## src/rtl/alu_exec_unit_pkg.sv

```systemverilog
// Shared widths, opcode-enum encodings and constants for the integer execute stage.
package alu_exec_unit_pkg;

  localparam int unsigned DATA_LEN   = 32;
  localparam int unsigned ADDR_LEN   = 32;
  localparam int unsigned ROB_LEN    = 4;
  localparam int unsigned OPENUM_LEN = 6;

  localparam logic [DATA_LEN-1:0] ZERO_WORD = '0;
  localparam logic [ROB_LEN:0]    ZERO_ROB  = '0;
  localparam logic                TRUE      = 1'b1;
  localparam logic                FALSE     = 1'b0;

  localparam logic [OPENUM_LEN-1:0] OPENUM_NOP   = 6'd0;
  localparam logic [OPENUM_LEN-1:0] OPENUM_LUI   = 6'd1;
  localparam logic [OPENUM_LEN-1:0] OPENUM_AUIPC = 6'd2;
  localparam logic [OPENUM_LEN-1:0] OPENUM_JAL   = 6'd3;
  localparam logic [OPENUM_LEN-1:0] OPENUM_JALR  = 6'd4;
  localparam logic [OPENUM_LEN-1:0] OPENUM_BEQ   = 6'd5;
  localparam logic [OPENUM_LEN-1:0] OPENUM_BNE   = 6'd6;
  localparam logic [OPENUM_LEN-1:0] OPENUM_BLT   = 6'd7;
  localparam logic [OPENUM_LEN-1:0] OPENUM_BGE   = 6'd8;
  localparam logic [OPENUM_LEN-1:0] OPENUM_BLTU  = 6'd9;
  localparam logic [OPENUM_LEN-1:0] OPENUM_BGEU  = 6'd10;
  localparam logic [OPENUM_LEN-1:0] OPENUM_ADD   = 6'd11;
  localparam logic [OPENUM_LEN-1:0] OPENUM_SUB   = 6'd12;
  localparam logic [OPENUM_LEN-1:0] OPENUM_SLL   = 6'd13;
  localparam logic [OPENUM_LEN-1:0] OPENUM_SLT   = 6'd14;
  localparam logic [OPENUM_LEN-1:0] OPENUM_SLTU  = 6'd15;
  localparam logic [OPENUM_LEN-1:0] OPENUM_XOR   = 6'd16;
  localparam logic [OPENUM_LEN-1:0] OPENUM_SRL   = 6'd17;
  localparam logic [OPENUM_LEN-1:0] OPENUM_SRA   = 6'd18;
  localparam logic [OPENUM_LEN-1:0] OPENUM_OR    = 6'd19;
  localparam logic [OPENUM_LEN-1:0] OPENUM_AND   = 6'd20;
  localparam logic [OPENUM_LEN-1:0] OPENUM_ADDI  = 6'd21;
  localparam logic [OPENUM_LEN-1:0] OPENUM_SLTI  = 6'd22;
  localparam logic [OPENUM_LEN-1:0] OPENUM_SLTIU = 6'd23;
  localparam logic [OPENUM_LEN-1:0] OPENUM_XORI  = 6'd24;
  localparam logic [OPENUM_LEN-1:0] OPENUM_ORI   = 6'd25;
  localparam logic [OPENUM_LEN-1:0] OPENUM_ANDI  = 6'd26;
  localparam logic [OPENUM_LEN-1:0] OPENUM_SLLI  = 6'd27;
  localparam logic [OPENUM_LEN-1:0] OPENUM_SRLI  = 6'd28;
  localparam logic [OPENUM_LEN-1:0] OPENUM_SRAI  = 6'd29;

endpackage

```

## src/rtl/alu_comb.sv

```systemverilog
// Pure combinational RV32I ALU/branch/jump evaluation: result, taken flag and next pc.
module alu_comb
  import alu_exec_unit_pkg::*;
(
  input  logic [OPENUM_LEN-1:0] openum,
  input  logic [DATA_LEN-1:0]   v1,
  input  logic [DATA_LEN-1:0]   v2,
  input  logic [ADDR_LEN-1:0]   pc,
  input  logic [DATA_LEN-1:0]   imm,
  output logic [DATA_LEN-1:0]   result,
  output logic                  jump,
  output logic [ADDR_LEN-1:0]   target
);

  logic [ADDR_LEN-1:0] pc_plus4;
  logic [ADDR_LEN-1:0] pc_plus_imm;
  logic                br_cond;
  logic                is_branch;

  assign pc_plus4    = pc + ADDR_LEN'(4);
  assign pc_plus_imm = pc + imm;

  always_comb begin
    result    = ZERO_WORD;
    jump      = FALSE;
    target    = pc_plus4;
    br_cond   = FALSE;
    is_branch = FALSE;
    case (openum)
      OPENUM_LUI:   result = imm;
      OPENUM_AUIPC: result = pc_plus_imm;
      OPENUM_ADD:   result = v1 + v2;
      OPENUM_ADDI:  result = v1 + imm;
      OPENUM_SUB:   result = v1 - v2;
      OPENUM_AND:   result = v1 & v2;
      OPENUM_ANDI:  result = v1 & imm;
      OPENUM_OR:    result = v1 | v2;
      OPENUM_ORI:   result = v1 | imm;
      OPENUM_XOR:   result = v1 ^ v2;
      OPENUM_XORI:  result = v1 ^ imm;
      OPENUM_SLL:   result = v1 << v2[4:0];
      OPENUM_SLLI:  result = v1 << imm[4:0];
      OPENUM_SRL:   result = v1 >> v2[4:0];
      OPENUM_SRLI:  result = v1 >> imm[4:0];
      OPENUM_SRA:   result = $unsigned($signed(v1) >>> v2[4:0]);
      OPENUM_SRAI:  result = $unsigned($signed(v1) >>> imm[4:0]);
      OPENUM_SLT:   result = {{(DATA_LEN-1){1'b0}}, $signed(v1) < $signed(v2)};
      OPENUM_SLTI:  result = {{(DATA_LEN-1){1'b0}}, $signed(v1) < $signed(imm)};
      OPENUM_SLTU:  result = {{(DATA_LEN-1){1'b0}}, v1 < v2};
      OPENUM_SLTIU: result = {{(DATA_LEN-1){1'b0}}, v1 < imm};
      OPENUM_JAL: begin
        result = pc_plus4;
        jump   = TRUE;
        target = pc_plus_imm;
      end
      OPENUM_JALR: begin
        result = pc_plus4;
        jump   = TRUE;
        target = (v1 + imm) & ~ADDR_LEN'(1);
      end
      OPENUM_BEQ:  begin is_branch = TRUE; br_cond = (v1 == v2); end
      OPENUM_BNE:  begin is_branch = TRUE; br_cond = (v1 != v2); end
      OPENUM_BLT:  begin is_branch = TRUE; br_cond = ($signed(v1) < $signed(v2)); end
      OPENUM_BGE:  begin is_branch = TRUE; br_cond = ($signed(v1) >= $signed(v2)); end
      OPENUM_BLTU: begin is_branch = TRUE; br_cond = (v1 < v2); end
      OPENUM_BGEU: begin is_branch = TRUE; br_cond = (v1 >= v2); end
      // Unknown encodings fall through to result 0 / not taken so the ROB can still retire.
      default: ;
    endcase
    if (is_branch) begin
      jump   = br_cond;
      target = br_cond ? pc_plus_imm : pc_plus4;
    end
  end

endmodule

```

## src/rtl/alu_exec_unit.sv

```systemverilog
// Integer execute stage: issue detect, rollback gating and a single registered CDB beat.
module alu_exec_unit
  import alu_exec_unit_pkg::*;
(
  input  logic                  clk,
  input  logic                  rst,
  input  logic                  rollback,
  input  logic [OPENUM_LEN-1:0] openum_in,
  input  logic [DATA_LEN-1:0]   V1_in,
  input  logic [DATA_LEN-1:0]   V2_in,
  input  logic [ADDR_LEN-1:0]   pc_in,
  input  logic [DATA_LEN-1:0]   imm_in,
  input  logic [ROB_LEN:0]      rob_id_in,
  output logic                  cdb_valid,
  output logic [ROB_LEN:0]      cdb_rob_id,
  output logic [DATA_LEN-1:0]   cdb_result,
  output logic                  cdb_jump,
  output logic [ADDR_LEN-1:0]   cdb_target_pc
);

  logic [DATA_LEN-1:0] alu_result;
  logic                alu_jump;
  logic [ADDR_LEN-1:0] alu_target;
  logic                issue;

  logic                valid_q;
  logic [ROB_LEN:0]    rob_id_q;
  logic [DATA_LEN-1:0] result_q;
  logic                jump_q;
  logic [ADDR_LEN-1:0] target_q;

  alu_comb u_alu_comb (
    .openum (openum_in),
    .v1     (V1_in),
    .v2     (V2_in),
    .pc     (pc_in),
    .imm    (imm_in),
    .result (alu_result),
    .jump   (alu_jump),
    .target (alu_target)
  );

  // Tag 0 means "no ROB entry", so a real op with tag 0 is not an issue.
  assign issue = (openum_in != OPENUM_NOP) && (rob_id_in != ZERO_ROB);

  always_ff @(posedge clk) begin
    if (rst) begin
      valid_q  <= FALSE;
      rob_id_q <= ZERO_ROB;
      result_q <= ZERO_WORD;
      jump_q   <= FALSE;
      target_q <= '0;
    end else if (rollback) begin
      valid_q <= FALSE;
    end else if (issue) begin
      valid_q  <= TRUE;
      rob_id_q <= rob_id_in;
      result_q <= alu_result;
      jump_q   <= alu_jump;
      target_q <= alu_target;
    end else begin
      valid_q <= FALSE;
    end
  end

  assign cdb_valid     = valid_q;
  assign cdb_rob_id    = rob_id_q;
  assign cdb_result    = result_q;
  assign cdb_jump      = jump_q;
  assign cdb_target_pc = target_q;

endmodule
```

## config.mk

```make
export PLATFORM = sky130hd
export DESIGN_NAME = alu_exec_unit
export DESIGN_NICKNAME = d
export VERILOG_FILES = /design/src/rtl/alu_exec_unit_pkg.sv /design/src/rtl/alu_comb.sv /design/src/rtl/alu_exec_unit.sv
export SDC_FILE = /design/constraint.sdc
export NUM_CORES = 1
export LEC_CHECK = 0
export ABC_CLOCK_PERIOD_IN_PS = 5300
export CAP_MARGIN = 40
export CORE_ASPECT_RATIO = 1.5
export CORE_MARGIN = 4
export CORE_UTILIZATION = 45
export CTS_CLUSTER_SIZE = 10
export DETAILED_ROUTE_END_ITERATION = 8
export PLACE_DENSITY = 0.66
export SYNTH_ARGS = -nofsm -noshare
export SYNTH_HDL_FRONTEND = slang
export SYNTH_SLANG_ARGS = --single-unit
```

## constraint.sdc

```tcl
create_clock -name clk -period 5.3 [get_ports clk]
set_input_delay 1.06 -clock clk [delete_from_list [all_inputs] [get_ports clk]]
set_output_delay 1.06 -clock clk [all_outputs]
set_load 0.02 [all_outputs]
```

==> results.yml, run 1 <==
clock_network:
  cts_resized: 0
  cts_buffers: 9
  clockBufferDepth: 2
  h-tree-depth: 3
  ctsHoldBuffers: 0
  cts-root-buf: "clkbuf_16"
  postCtsSetupRepairBufs: 0
  cts_sinks: 71
synthesis:
  synth_area_per_cell_um2: 6.79
  ys_ff_latch: 71
  synthCells: 3077
  ys_top_cells_by_count: "nand2_1 (344), a21oi_1 (302), nor2_1 (286), mux2i_1 (188), o21ai_0 (184)"
  yosys.cell_count.top_type: "nand2_1"
  synth_edf_count: 0
  synthFlopType: "dfxtp_1"
  yosysWarnings: 0
  ys_seq_area_frac: 0.0680
  synth_area_leaders: "ha_1 (9.5%), mux2i_1 (9.0%), a21oi_1 (7.2%)"
  syn_area_um2: 20900
  yosys.area.top_type: "ha_1"
  synth_nets: 3381
  synth_top_area_share: 0.0946
  async_flop_share: 0
  synthDistinctLibCells: 104
placement:
  dp_hpwl_um: 121000
  numPortBuffers: 212
  pre_cts_ws_ps: 8.22
  gp_congestion: 1.31
floorplanning:
  floorplan.rows: 96
  die_width_um: 184
  die_y_um: 272
  start_util: 0.455
  pin_count: 213
global_routing:
  grt_pass1_wl_um: 231000
  grt_max_degree: 50
  overflow: 31
  grt_usage: 0.626
  grt_pass1_vias: 31600
run_status:
  outcome: "did not finish"
  haltStage: "global routing"
  stop_error: "[ERROR GRT-0116] Global routing finished with congestion. Check the congestion regions in the DRC Viewer."
-- per-stage QoR --
step	area [um2]	std cells	hold WS, ps
3_5_place_dp	26500	4094	438
2_1_floorplan	20900	3077	517
3_3_place_gp	26400	4089	430
4_1_cts	26800	4110	447
-- logic make-up after synthesis --
logic type | synth area share
multiplexers | 0.130
flip-flops | 0.0680
buffers and inverters | 0.0746
AO/OA/AOI/OAI | 0.340
XOR/XNOR | 0.0532
adder cells (fa/ha/maj) | 0.0989
AND/OR/NAND/NOR | 0.235
-- layer usage --
metal,GRT overflow,global-route usage
met2,16,0.837
met1,0,0.643
met5,0,0.0910
met4,15,0.650
met3,0,0.363
==> inputs of run 2 (changes only) <==
CORE_ASPECT_RATIO = unset   (was 1.5)
CORE_UTILIZATION = 30   (was 45)
CTS_CLUSTER_SIZE = unset   (was 10)
PLACE_DENSITY = unset   (was 0.66)
PLACE_DENSITY_LB_ADDON = 0.15   (was unset)
==> results.yml, run 2 <==
clock_network:
  clockBufferDepth: 2
  cts_tree: "done"
  cts_sinks: 71
  ctsHoldBuffers: 0
  cts_buffers: 9
  h-tree-depth: 3
  cts-root-buf: "clkbuf_16"
  clkTransAtPathRegs_ps: 70
  insertion_delay_ps: 380
  cts_resized: 0
  postCtsSetupRepairBufs: 0
detailed_routing:
  final_antenna_net_count: 0
  viasPerCell: 6.56
  drc_errors: 0
  drtIter0Drc: 4598
  wl_um: 167000
  wl_per_cell_um: 37.1
  num_vias: 29500
  first_pass_iters: 8
global_routing:
  grt_pass1_vias: 28000
  overflow: 0
  antenna_found_initial: 11
  grt_max_degree: 50
  grt_pass1_wl_um: 226000
  grt_usage: 0.432
synthesis:
  syn_area_um2: 20900
  async_flop_share: 0
  yosysWarnings: 0
  synthFlopType: "dfxtp_1"
  ys_seq_area_frac: 0.0680
  ys_ff_latch: 71
  synth_area_leaders: "ha_1 (9.5%), mux2i_1 (9.0%), a21oi_1 (7.2%)"
  synth_top_area_share: 0.0946
  synth_nets: 3381
  yosys.area.top_type: "ha_1"
  synthDistinctLibCells: 104
  synthCells: 3077
  synth_edf_count: 0
  ys_top_cells_by_count: "nand2_1 (344), a21oi_1 (302), nor2_1 (286), mux2i_1 (188), o21ai_0 (184)"
  yosys.cell_count.top_type: "nand2_1"
  synth_area_per_cell_um2: 6.79
setup_path:
  endpoint_kind: "flip-flop"
  cp_max_fo: 3
  critPathArrivalTime_ps: 5500
  critPathKind: "input port to flip-flop"
  start_kind: "input port"
  cp.required_ps: 5580
cells_and_area:
  instances_no_fill: 4501
  nNetsFinal: 3865
  final_common_cell: "buf_4"
  final_cell_mix: "buf_4 (461), nand2_1 (343), a21oi_1 (298)"
  nFillCells: 7312
  ff_latch_area_um2: 1420
  syn_to_final_growth_pct: 32.1
  drive_gt1_frac: 0.176
  multi_input_area_um2: 18000
pwr:
  vdd_ir_drop_max_mv: 0.152
  power_frac_seq: 0.135
  switchingPower_uw: 2280
  cellLeakagePower_uw: 0.0114
  p_per_area_nw_per_um2: 160
  p_comb_frac: 0.685
  swShare: 0.517
  power.internal_uw: 2130
  p_clk_frac: 0.180
placement:
  gp_congestion: 1.17
  pre_cts_ws_ps: -48.2
  dp_cells: 4480
  dp_hpwl_um: 139000
  numPortBuffers: 212
floorplanning:
  die_y_um: 272
  floorplan.rows: 96
  start_util: 0.304
  die_width_um: 272
  pin_count: 213
  core_um2: 68800
  floorplan.die_area_um2: 73900
sta:
  fmax_ghz: 0.191
  final_max_slew_viol_count: 0
  skew_ps: 0
  tightest_slew_ps: 1090
  setup_viol: 0
  hold_violations: 0
  slew_headroom: 0.271
  layout_setup_ws_ps: 72.5
  tns_ps: 0
  finalCritPeriodShare: 0.986
  period_minus_slack_ps: 5230
  rsz0062_at_grt: "false"
  holdWs_ps: 463
run_status:
  outcome: "complete, no violations"
job:
  drv_cap: 0
hold_path:
  worstHoldPathType: "flip-flop to flip-flop"
[run 2: cell counts after synthesis]
Identical to the previous run, type by type.
[run 2: final cells by class]
type	count	area share
diodes	4	0.000363
multi-input cells	2634	0.653
clock buffers	9	0.00816
repair buffers	702	0.221
inverters	143	0.0194
flip-flops and latches	71	0.0515
clock inverters	7	0.00426
well taps	931	0.0422
[run 2: layer usage]
layer  wire (um)  vias to the layer above  share of wire  GRT usage
met5          13                        -       0.000078   0.000658
met4       17300                        2           0.10      0.341
met3       16200                      571          0.097     0.0819
met2       71200                     2199           0.43      0.667
met1       62500                    14200           0.37      0.526
li1            -                    12500              -          -
[run 2: cell families after synthesis]
kind of cell | after synthesis | synth area share
AND/OR/NAND/NOR | 1050 | 0.235
multiplexers | 237 | 0.130
AO/OA/AOI/OAI | 1057 | 0.340
XOR/XNOR | 127 | 0.0532
adder cells (fa/ha/maj) | 163 | 0.0989
buffers and inverters | 372 | 0.0746
flip-flops | 71 | 0.0680
[run 2: path summary, 6_finish.rpt]
check                                                    from                            end  slack, ps  depth (start not counted)
worst max register to register    cdb_result[26]$_SDFFE_PP0P_    cdb_result[26]$_SDFFE_PP0P_       2580                          9
worst min register to register  cdb_target_pc[8]$_SDFFE_PP0P_  cdb_target_pc[8]$_SDFFE_PP0P_        460                          2
worst min-delay path            cdb_target_pc[8]$_SDFFE_PP0P_  cdb_target_pc[8]$_SDFFE_PP0P_        460                          2
worst max-delay path                                V1_in[22]    cdb_result[31]$_SDFFE_PP0P_         70                         11
[run 2: worst max-delay path, cell delays in order]
cell             delay, ps
clkdlybuf4s50_1        780
buf_4                  330
ha_1                   310
nor4_1                 640
nand2b_1               210
a2111oi_1              880
o221ai_1               260
a21oi_1                210
xor2_1                 220
nor2_1                 160
o41a_1                 440
[run 2: power by group through the flow]
stage / clock (uW) / combinational, uW / sequential (uW)
6_report: 792 / 3020 / 596
5_1_grt: 810 / 3110 / 598
4_1_cts: 798 / 2890 / 595
3_5_place_dp: 0 / 2880 / 607
3_3_place_gp: 0 / 2880 / 607
2_1_floorplan: 0 / 1420 / 632
[run 2: metrics by stage]
step                      area [um2]  utilization  total power [uW]
after floorplan                20900            -              2060
after global placement         27200        0.396              3490
after detailed placement       27300        0.396              3480
after CTS                      27600        0.401              4290
after global routing           27600        0.401              4520
final                          27600        0.401              4410
Power figures use the tool's default switching activity.
